`src/rtl/fp_mult_seq_ctrl.sv`:
```
// ---------------------------------------------------------------------------
// fp_mult_seq_ctrl
//
// Sequential mini-float multiplier for the GP02 float datapath. Two packed
// operands {sign, exp, mant} are accepted over a valid/ready handshake. The
// product is formed with a biased exponent add and a shift-add mantissa
// multiply (one multiplier bit per cycle, LSB first). The product is then
// normalised and truncated. Zero operands take a fast path, and overflow or
// underflow results are saturated or flushed.
//
// Ports
//   clk          in   1        single clock, rising edge
//   i_reset      in   1        synchronous, active-high reset
//   i_valid      in   1        operand pair valid
//   o_ready      out  1        operands can be accepted (IDLE only)
//   i_data_a     in   NB_DATA  operand A {sign, exp, mant}
//   i_data_b     in   NB_DATA  operand B {sign, exp, mant}
//   o_valid      out  1        result valid, held until i_ready
//   i_ready      in   1        consumer accepts the result
//   o_data       out  NB_DATA  product {sign, exp, mant}
//   o_overflow   out  1        result saturated, qualified by o_valid
//   o_underflow  out  1        result flushed to zero, qualified by o_valid
//
// Latency: accept at T -> o_valid at T+NB_MANT+3, or at T+1 for a zero operand.
// ---------------------------------------------------------------------------
//
// state  | meaning
// -------+------------------------------------------------------------------
// IDLE   | o_ready=1, waiting for an operand pair
// MUL    | shift-add mantissa multiply, NB_MANT+1 cycles
// NORM   | normalise, truncate, range-check and pack the result
// DONE   | o_valid=1, result held until i_ready
// ---------------------------------------------------------------------------

module fp_mult_seq_ctrl #(
   parameter int NB_EXP  = 4,
   parameter int NB_MANT = 3,
   parameter int BIAS    = 7
) (
   input  logic                            clk,
   input  logic                            i_reset,
   input  logic                            i_valid,
   output logic                            o_ready,
   input  logic [1+NB_EXP+NB_MANT-1:0]     i_data_a,
   input  logic [1+NB_EXP+NB_MANT-1:0]     i_data_b,
   output logic                            o_valid,
   input  logic                            i_ready,
   output logic [1+NB_EXP+NB_MANT-1:0]     o_data,
   output logic                            o_overflow,
   output logic                            o_underflow
);

   localparam int NB_DATA = 1 + NB_EXP + NB_MANT;
   localparam int NB_M1   = NB_MANT + 1;
   localparam int NB_P    = 2 * NB_M1;
   localparam int NB_E    = NB_EXP + 2;
   localparam int NB_CNT  = (NB_M1 > 1) ? $clog2(NB_M1) : 1;

   localparam logic [NB_E-1:0]   BIAS_E   = NB_E'(BIAS);
   localparam logic [NB_E-1:0]   EXP_OVF  = NB_E'(2 ** NB_EXP);
   localparam logic [NB_CNT-1:0] CNT_LOAD = NB_CNT'(NB_MANT);

   typedef enum logic [1:0] {
      S_IDLE = 2'd0,
      S_MUL  = 2'd1,
      S_NORM = 2'd2,
      S_DONE = 2'd3
   } state_t;

   state_t                r_state;
   state_t                w_state_nxt;

   logic                  r_sign;
   logic [NB_E-1:0]       r_exp;
   logic [NB_P-1:0]       r_mcand;
   logic [NB_M1-1:0]      r_mplier;
   logic [NB_P-1:0]       r_acc;
   logic [NB_CNT-1:0]     r_cnt;
   logic [NB_DATA-1:0]    r_data;
   logic                  r_ovf;
   logic                  r_unf;

   logic                  w_accept;
   logic                  w_sign_a;
   logic                  w_sign_b;
   logic [NB_EXP-1:0]     w_exp_a;
   logic [NB_EXP-1:0]     w_exp_b;
   logic [NB_MANT-1:0]    w_mant_a;
   logic [NB_MANT-1:0]    w_mant_b;
   logic                  w_zero_op;
   logic [NB_E-1:0]       w_exp_sum;
   logic                  w_mul_last;

   logic                  w_norm_shift;
   logic [NB_MANT-1:0]    w_mant_norm;
   logic [NB_E-1:0]       w_exp_norm;
   logic                  w_ovf_norm;
   logic                  w_unf_norm;
   logic [NB_DATA-1:0]    w_data_norm;

   // ------------------------------------------------------------------------
   // Operand decode at the accept edge
   // ------------------------------------------------------------------------
   assign w_sign_a  = i_data_a[NB_DATA-1];
   assign w_sign_b  = i_data_b[NB_DATA-1];
   assign w_exp_a   = i_data_a[NB_DATA-2 -: NB_EXP];
   assign w_exp_b   = i_data_b[NB_DATA-2 -: NB_EXP];
   assign w_mant_a  = i_data_a[NB_MANT-1:0];
   assign w_mant_b  = i_data_b[NB_MANT-1:0];

   // An exponent field of zero marks a zero operand; its mantissa is ignored.
   assign w_zero_op = (w_exp_a == '0) || (w_exp_b == '0);

   // Two guard bits hold the signed range of ea + eb - BIAS.
   assign w_exp_sum = NB_E'(w_exp_a) + NB_E'(w_exp_b) - BIAS_E;

   assign w_accept   = (r_state == S_IDLE) && i_valid;
   assign w_mul_last = (r_cnt == '0);

   // ------------------------------------------------------------------------
   // Normalise / range check (evaluated while in NORM)
   // ------------------------------------------------------------------------
   // The product of two values in [1,2) lies in [1,4). A set MSB means the
   // value is in [2,4), so shift by one more place and bump the exponent.
   assign w_norm_shift = r_acc[NB_P-1];
   assign w_mant_norm  = w_norm_shift ? r_acc[NB_P-2 -: NB_MANT]
                                      : r_acc[NB_P-3 -: NB_MANT];
   assign w_exp_norm   = r_exp + NB_E'(w_norm_shift);

   // The exponent is signed in NB_E bits. A negative value can never overflow.
   assign w_ovf_norm = !w_exp_norm[NB_E-1] && (w_exp_norm >= EXP_OVF);
   assign w_unf_norm =  w_exp_norm[NB_E-1] || (w_exp_norm == '0);

   always_comb begin
      w_data_norm = {r_sign, w_exp_norm[NB_EXP-1:0], w_mant_norm};
      if (w_ovf_norm) begin
         w_data_norm = {r_sign, {(NB_EXP+NB_MANT){1'b1}}};
      end else if (w_unf_norm) begin
         w_data_norm = {r_sign, {(NB_EXP+NB_MANT){1'b0}}};
      end
   end

   // ------------------------------------------------------------------------
   // FSM: state register
   // ------------------------------------------------------------------------
   always_ff @(posedge clk) begin
      if (i_reset) begin
         r_state <= S_IDLE;
      end else begin
         r_state <= w_state_nxt;
      end
   end

   // ------------------------------------------------------------------------
   // FSM: next-state logic
   // ------------------------------------------------------------------------
   always_comb begin
      w_state_nxt = r_state;
      case (r_state)
         S_IDLE: begin
            if (i_valid) begin
               w_state_nxt = w_zero_op ? S_DONE : S_MUL;
            end
         end
         S_MUL: begin
            if (w_mul_last) begin
               w_state_nxt = S_NORM;
            end
         end
         S_NORM: begin
            w_state_nxt = S_DONE;
         end
         S_DONE: begin
            if (i_ready) begin
               w_state_nxt = S_IDLE;
            end
         end
         default: begin
            w_state_nxt = S_IDLE;
         end
      endcase
   end

   // ------------------------------------------------------------------------
   // FSM: outputs
   // ------------------------------------------------------------------------
   always_comb begin
      o_ready     = 1'b0;
      o_valid     = 1'b0;
      case (r_state)
         S_IDLE:  o_ready = 1'b1;
         S_DONE:  o_valid = 1'b1;
         default: begin
            o_ready = 1'b0;
            o_valid = 1'b0;
         end
      endcase
      o_data      = r_data;
      o_overflow  = r_ovf;
      o_underflow = r_unf;
   end

   // ------------------------------------------------------------------------
   // Datapath
   // ------------------------------------------------------------------------
   // The bit counter is a down-counter loaded with NB_MANT at accept. MUL
   // exits when it reaches zero, so it rests at zero between operations.
   always_ff @(posedge clk) begin
      if (i_reset) begin
         r_sign   <= 1'b0;
         r_exp    <= '0;
         r_mcand  <= '0;
         r_mplier <= '0;
         r_acc    <= '0;
         r_cnt    <= '0;
         r_data   <= '0;
         r_ovf    <= 1'b0;
         r_unf    <= 1'b0;
      end else begin
         case (r_state)
            S_IDLE: begin
               if (w_accept) begin
                  r_sign   <= w_sign_a ^ w_sign_b;
                  r_exp    <= w_exp_sum;
                  r_mcand  <= NB_P'({1'b1, w_mant_a});
                  r_mplier <= {1'b1, w_mant_b};
                  r_acc    <= '0;
                  r_cnt    <= CNT_LOAD;
                  r_ovf    <= 1'b0;
                  r_unf    <= 1'b0;
                  // The zero fast path already knows its result: a signed zero.
                  r_data   <= {w_sign_a ^ w_sign_b, {(NB_EXP+NB_MANT){1'b0}}};
               end
            end
            S_MUL: begin
               if (r_mplier[0]) begin
                  r_acc <= r_acc + r_mcand;
               end
               r_mcand  <= r_mcand << 1;
               r_mplier <= r_mplier >> 1;
               if (!w_mul_last) begin
                  r_cnt <= r_cnt - 1'b1;
               end
            end
            S_NORM: begin
               r_data <= w_data_norm;
               r_ovf  <= w_ovf_norm;
               r_unf  <= w_unf_norm && !w_ovf_norm;
            end
            default: begin
               r_data <= r_data;
            end
         endcase
      end
   end

endmodule
```
`config.mk`:
```
export PLATFORM = sky130hd
export DESIGN_NAME = fp_mult_seq_ctrl
export DESIGN_NICKNAME = d
export VERILOG_FILES = /design/src/rtl/fp_mult_seq_ctrl.sv
export SDC_FILE = /design/constraint.sdc
export NUM_CORES = 1
export LEC_CHECK = 0
export ABC_AREA = 1
export CAP_MARGIN = 20
export CORE_AREA = 8 8 83 85
export DETAILED_ROUTE_END_ITERATION = 16
export DIE_AREA = 0 0 91 93
export GPL_TIMING_DRIVEN = 0
export PLACE_DENSITY = 0.67
export SLEW_MARGIN = 20
export SYNTH_ARGS = -nofsm -noshare
export SYNTH_HDL_FRONTEND = slang
export SYNTH_SLANG_ARGS = --single-unit
export TNS_END_PERCENT = 5
```
`constraint.sdc`:
```
create_clock -name clk -period 2.6 [get_ports clk]
set_input_delay 0.26 -clock clk [delete_from_list [all_inputs] [get_ports clk]]
set_output_delay 0.26 -clock clk [all_outputs]
set_load 0.03 [all_outputs]
```
# --- Yosys cells after proc, flatten, opt, wreduce, memory -nomap -nowiden ---
# Index checks and enable logic that the tools add are counted.
totals:
  in_bits: 20
  out_inout_bits: 12
  wordCells: 71
  reg_bits: 41
op_classes:
  n_addsub: 5
  n_eq_ne: 9
  magnitude_cmp: 1
  bitwise: 1
  reduce_logical: 20
  mux: 25
op_table:
  columns: ["cell", "count"]
  rows:
  - ["$pmux W8 S2", 3]
  - ["$mux W8", 4]
  - ["$mux W7", 2]
  - ["$mux W2", 6]
  - ["$ne A2 B2 Y1 const B", 6]
  - ["$reduce_and A3 Y1", 3]
  - ["$add A8 B8 Y8", 1]
  - ["$logic_not A4 Y1", 2]
  - ["$pmux W2 S4", 1]
  - ["$pmux W4 S2", 1]
  - ["$add A6 B1 Y6", 1]
  - ["$ge A6 B5 Y1 const B", 1]
  - ["$logic_not A6 Y1", 1]
  - ["$reduce_and A2 Y1", 3]
  - ["$sub A5 B3 Y6 const B", 1]
  - ["$add A4 B4 Y5", 1]
  - ["$eq A2 B2 Y1 const B", 2]
  - ["$logic_not A2 Y1", 2]
  - ["$mux W4", 1]
  - ["$pmux W1 S2", 2]
  - ["$pmux W2 S2", 1]
  - ["$reduce_bool A2 Y1", 2]
  - ["$logic_and A1 B1 Y1", 3]
  - ["$mux W1", 3]
  - ["other kinds (6)", 8]

# --- Depth between registers and ports, before layout ---
logic_depth:
  depth_word: 6
  mapped_depth: 10
  depth_no_buf: 10

# --- Least setup slack after synthesis ---
# OpenSTA, ideal clock, no wires.
synth_timing:
  path_kind: "reg2reg"
  from: "reg r_state[0]"
  to: "reg r_ovf (netlist: o_overflow)"
  path_stages_with_launch: 10
  required_time_ns: 2.471
  n_path_buf: 0
  t_arrival_ns: 1.545
  slack_ns: 0.927
  synth_period_minus_slack_ns: 1.673
  setup_time_ns: 0.129
  cell_sequence: "dfxtp_1 -> inv_1 -> ha_1 -> inv_2 -> nor2_4 -> nor2_4 -> nand3_2 -> nor2_2 -> a21oi_1 -> nor2_1"
synth_between:
  elab_chain_len: 4
  word_cells_on_any_way: 7
  cone_classes: "eq/ne (2); mux (1); reduce/logical (4)"
synth_lines:
  columns: ["item", "line", "rtl"]
  rows:
  - ["from (decl)", "70", "state_t r_state;"]
  - ["from (signal assigned)", "150", "r_state <= w_state_nxt;"]
  - ["$logic_not A2 Y1", "117, 220", null]
  - ["$logic_and A1 B1 Y1", "117", "assign w_accept = (r_state == S_IDLE) && i_valid;"]
  - ["$ne A2 B2 Y1 (no source line)", null, null]
  - ["$reduce_and A2 Y1 (no source line)", null, null]
  - ["to (signal assigned)", "247", "r_ovf <= w_ovf_norm;"]
  - ["to (decl)", "80", "logic r_ovf;"]
# Several ways; a longest one is shown, not always the timed one.
# A chain may end at the register's enable or synchronous reset.

# --- Worst setup path after layout ---
layout_timing:
  from: "reg r_state[0]"
  to: "out o_ready"
layout_between:
  elab_chain_len: 2
layout_lines:
  columns: ["item", "line", "rtl"]
  rows:
  - ["$logic_not A2 Y1", "190", "case (r_state)"]
  - ["$mux W1", "190", null]
  - ["to (decl)", "43", "output logic o_ready,"]
# No other way between the ends.

==> metrics.md <==
| Metric | Value |
|---|---|
| Status | `finished clean` |
| Worst slew pin tran | `between 500 and 600 ps` |
| DR top layer | `met4` |
| Finished layout cell area | `between 2000 and 3000 µm²` |
| Clk slew on worst S/H paths | `~70 ps` |
| Max Cap Viol | `0` |
| Area delta synth->final | `19.5%` |
| Final setup violating endpoints | `0` |
| DIE HEIGHT | `approximately 93 µm` |
| Async SR Flop Fraction | `0%` |
| Min Hold Slack | `about 270 ps` |
| Cell Area, Synth | `roughly 2500 µm²` |
| Pin count of the biggest net entering global routing | `12` |
| Maximum fanout along the worst path | `6` |
| CP Cell Sequence | `inv_1 > ha_1 > clkdlybuf4s50_1` |
| Compound-cell area share of the yosys netlist | `around 18%` |
| Clock Path Buffers | `2` |
| WS Path Type | `reg2out` |
| CP Launch Type | `flop` |
| Register bit total from synthesis | `41` |
| Routability cong. | `around 0.83` |
| Ys Warns | `0` |
| DP Cell Count | `approximately 440` |
| Leakage | `~1.2 nW` |
| Min-delay worst type | `in2reg` |
| Placed instance area | `between 2000 and 3000 µm²` |
| F_max | `about 470 MHz` |
| Mux cell area share after synthesis | `0%` |
| Dominant cells by area after synthesis | `dfxtp_1, nand2_1, ha_1, a21oi_1, inv_1` |
| Final non-filler cell total | `approximately 450` |
| Grt ovf | `0` |
| Worst EP arrival | `roughly 1900 ps` |
| Peak VDD IR | `721 µV` |
| Post-route ant nets | `0` |
| Total CTS buffers | `5` |
| Final HPWL DP | `4130 µm` |
| Clock tree sinks | `between 40 and 50` |
| CTS Hold Buffers Added | `0` |
| Top delay family on crit path | `buffers and inverters` |
| Max H-tree Level | `2` |
| Adder-cell share of the synthesized area | `roughly 12%` |
| Clk_lat worst skew | `280 ps` |
| Crit share post-route | `~81%` |
| DRT iter0 DRCs | `70` |
| Sequential element share of the synthesized area | `between 30% and 40%` |
| Final Skew | `~5.4 ps` |
| First-pass GRT wire length | `a little over 9000 µm` |
| TritonCTS clock tree | `done` |
| Setup crit end kind | `primary output` |
| Largest family of logic cells by synthesized area | `simple AND/OR/NAND/NOR gates` |
| Synth Flop Type | `dfxtp_1` |
| RSZ-0062 raised after global routing | `no` |
| Critical Path RT | `~2300 ps` |
| CP peak stage delay | `about 760 ps` |
| DRC viols | `0` |
| Total Routing Usage GR | `roughly an eighth` |
| WP buf/inv | `2` |
| # diodes | `0` |
| Crit path max-delay cell type | `clkdlybuf4s50_1` |
| Post-synth net total | `380` |
| Clock root cell | `clkbuf_8` |
| Count of input and output buffers | `30` |
| Vias/cell | `around 5` |
| Post-synth top cells | `nand2_1, dfxtp_1, inv_1` |
| Standard-cell row count | `28` |
| Post-synth top area share | `between 30% and 40%` |
| Share of cells above drive strength 1 | `9.09%` |
| Final nets | `between 400 and 500` |
| Most numerous cell in the Yosys netlist | `nand2_1` |
| WL/cell | `around 12 µm` |
| Routed WL | `~5200 µm` |
| Mapped Cells | `approximately 340` |
| I/O pin total | `32` |
| DP Worst Slack | `559 ps` |
| Slew HR | `between 60% and 70%` |
| Routed vias | `approximately 2200` |
| Min setup slack post-route | `between 400 and 500 ps` |
| Max-slew violations | `0` |
| Metal3 WL | `approximately 210 µm` |
| Initial core utilization | `a little over two fifths` |
| Initial antenna violation count | `0` |
| Vias in the first global route | `approximately 2100` |
| Synth Area in Simple Gates | `between 20 and 30%` |
| WL met2 | `2400 µm` |
| DRT met1 WL | `between 2000 and 3000 µm` |
| Post-CTS Resized | `0` |
| Number of synthesized flops with an enable pin | `0` |
| Die Width | `approximately 91 µm` |
| Synthesized area per cell | `roughly 7.3 µm²` |
| Period minus WS final | `2110 ps` |
| Pwr/cell area | `between 800 and 900 nW/µm²` |
| Full die area | `~8500 µm²` |
| Xor/xnor cell area share of the yosys netlist | `~1.8%` |
| Post-synth top area cell | `dfxtp_1` |
| Setup TNS Final | `0 ps` |
| Postcts setup bufs | `0` |
| Final hold vios | `0` |
| CORE AREA | `approximately 5700 µm²` |
| DR pass1 iterations | `4` |
| Synth cell types | `35` |
## kinds of logic after synthesis
| logic type | count (synthesis) |
|---|---|
| compound gates | 75 |
| flops | 41 |
| xor+xnor | 5 |
| simple gates | 138 |
| buf+inv | 55 |
| fa+ha+maj | 23 |
## worst register-to-register path, cell delays in order (launching register included)
cell	delay [ps]
dfxtp_1	460
ha_1	300
ha_1	220
inv_1	70
o21ai_1	160
nand2_2	100
inv_2	80
nand2_1	110
nand2_1	80
nand2_1	60
a21oi_2	100
## state kept, by name (all words and copies together), names as in the netlist
| register | cells |
|---|---|
| o_data | 8 |
| o_overflow | 1 |
| o_underflow | 1 |
| r_acc | 8 |
| r_cnt | 2 |
| r_exp | 6 |
| r_mcand | 8 |
| r_mplier | 4 |
| r_sign | 1 |
| r_state | 2 |
## layout by cell type (no fill, tap or decap), drive strengths merged
| cell | instances |
|---|---|
| nand2 | 81 |
| inv | 47 |
| dfxtp | 41 |
| a21oi | 39 |
| clkdlybuf4s50 | 30 |
| nor2 | 27 |
| nand3 | 23 |
| ha | 21 |
| o21ai | 21 |
| clkbuf | 10 |
| a31oi | 6 |
| xor2 | 5 |
| buf | 4 |
| nand4 | 3 |
| o211ai | 3 |
| o21bai | 2 |
| nand3b | 2 |
| or2 | 2 |
| fa | 2 |
| o221ai | 1 |
| clkinv | 1 |
| o22ai | 1 |
| o31ai | 1 |
| o2111ai | 1 |
## layout make-up
| type | count | area, µm² |
|---|---|---|
| fillers | 618 | 2730 |
| multi-input cells | 241 | 1410 |
| flip-flops and latches | 41 | 821 |
| repair buffers | 30 | 300 |
| inverters | 48 | 180 |
| well taps | 75 | 93.8 |
| clock buffers | 7 | 86.3 |
| plain buffers | 7 | 46.3 |
## final timing paths
kind | slack, ps | startpoint | end | cells past startpoint
setup / recovery | 490 | r_state[0] | o_ready | 3
hold / removal | 270 | i_reset | o_underflow | 2
setup reg to reg | 810 | r_acc[7] | o_underflow | 10
hold reg to reg | 460 | r_cnt[1] | r_cnt[1] | 2
## through the flow
step	total power, mW	util, %
floorplan	1.70	-
global placement	1.96	50.3
detailed placement	1.98	50.3
CTS	2.40	51.8
global route	2.57	51.8
finish	2.37	51.8
## metal layers
metal,vias up,GRT usage [%]
li1,1186,-
met1,980,15.4
met2,31,22.2
met3,6,3.13
met4,0,4.50
met5,-,0
## power breakdown
group,total [mW],switching (mW),internal [mW]
Combinational,1.10,0.686,0.411
Sequential,0.865,0.105,0.760
Clock,0.408,0.197,0.211
Total,2.37,0.989,1.38
Note: power is estimated with default switching activity, not from simulation.
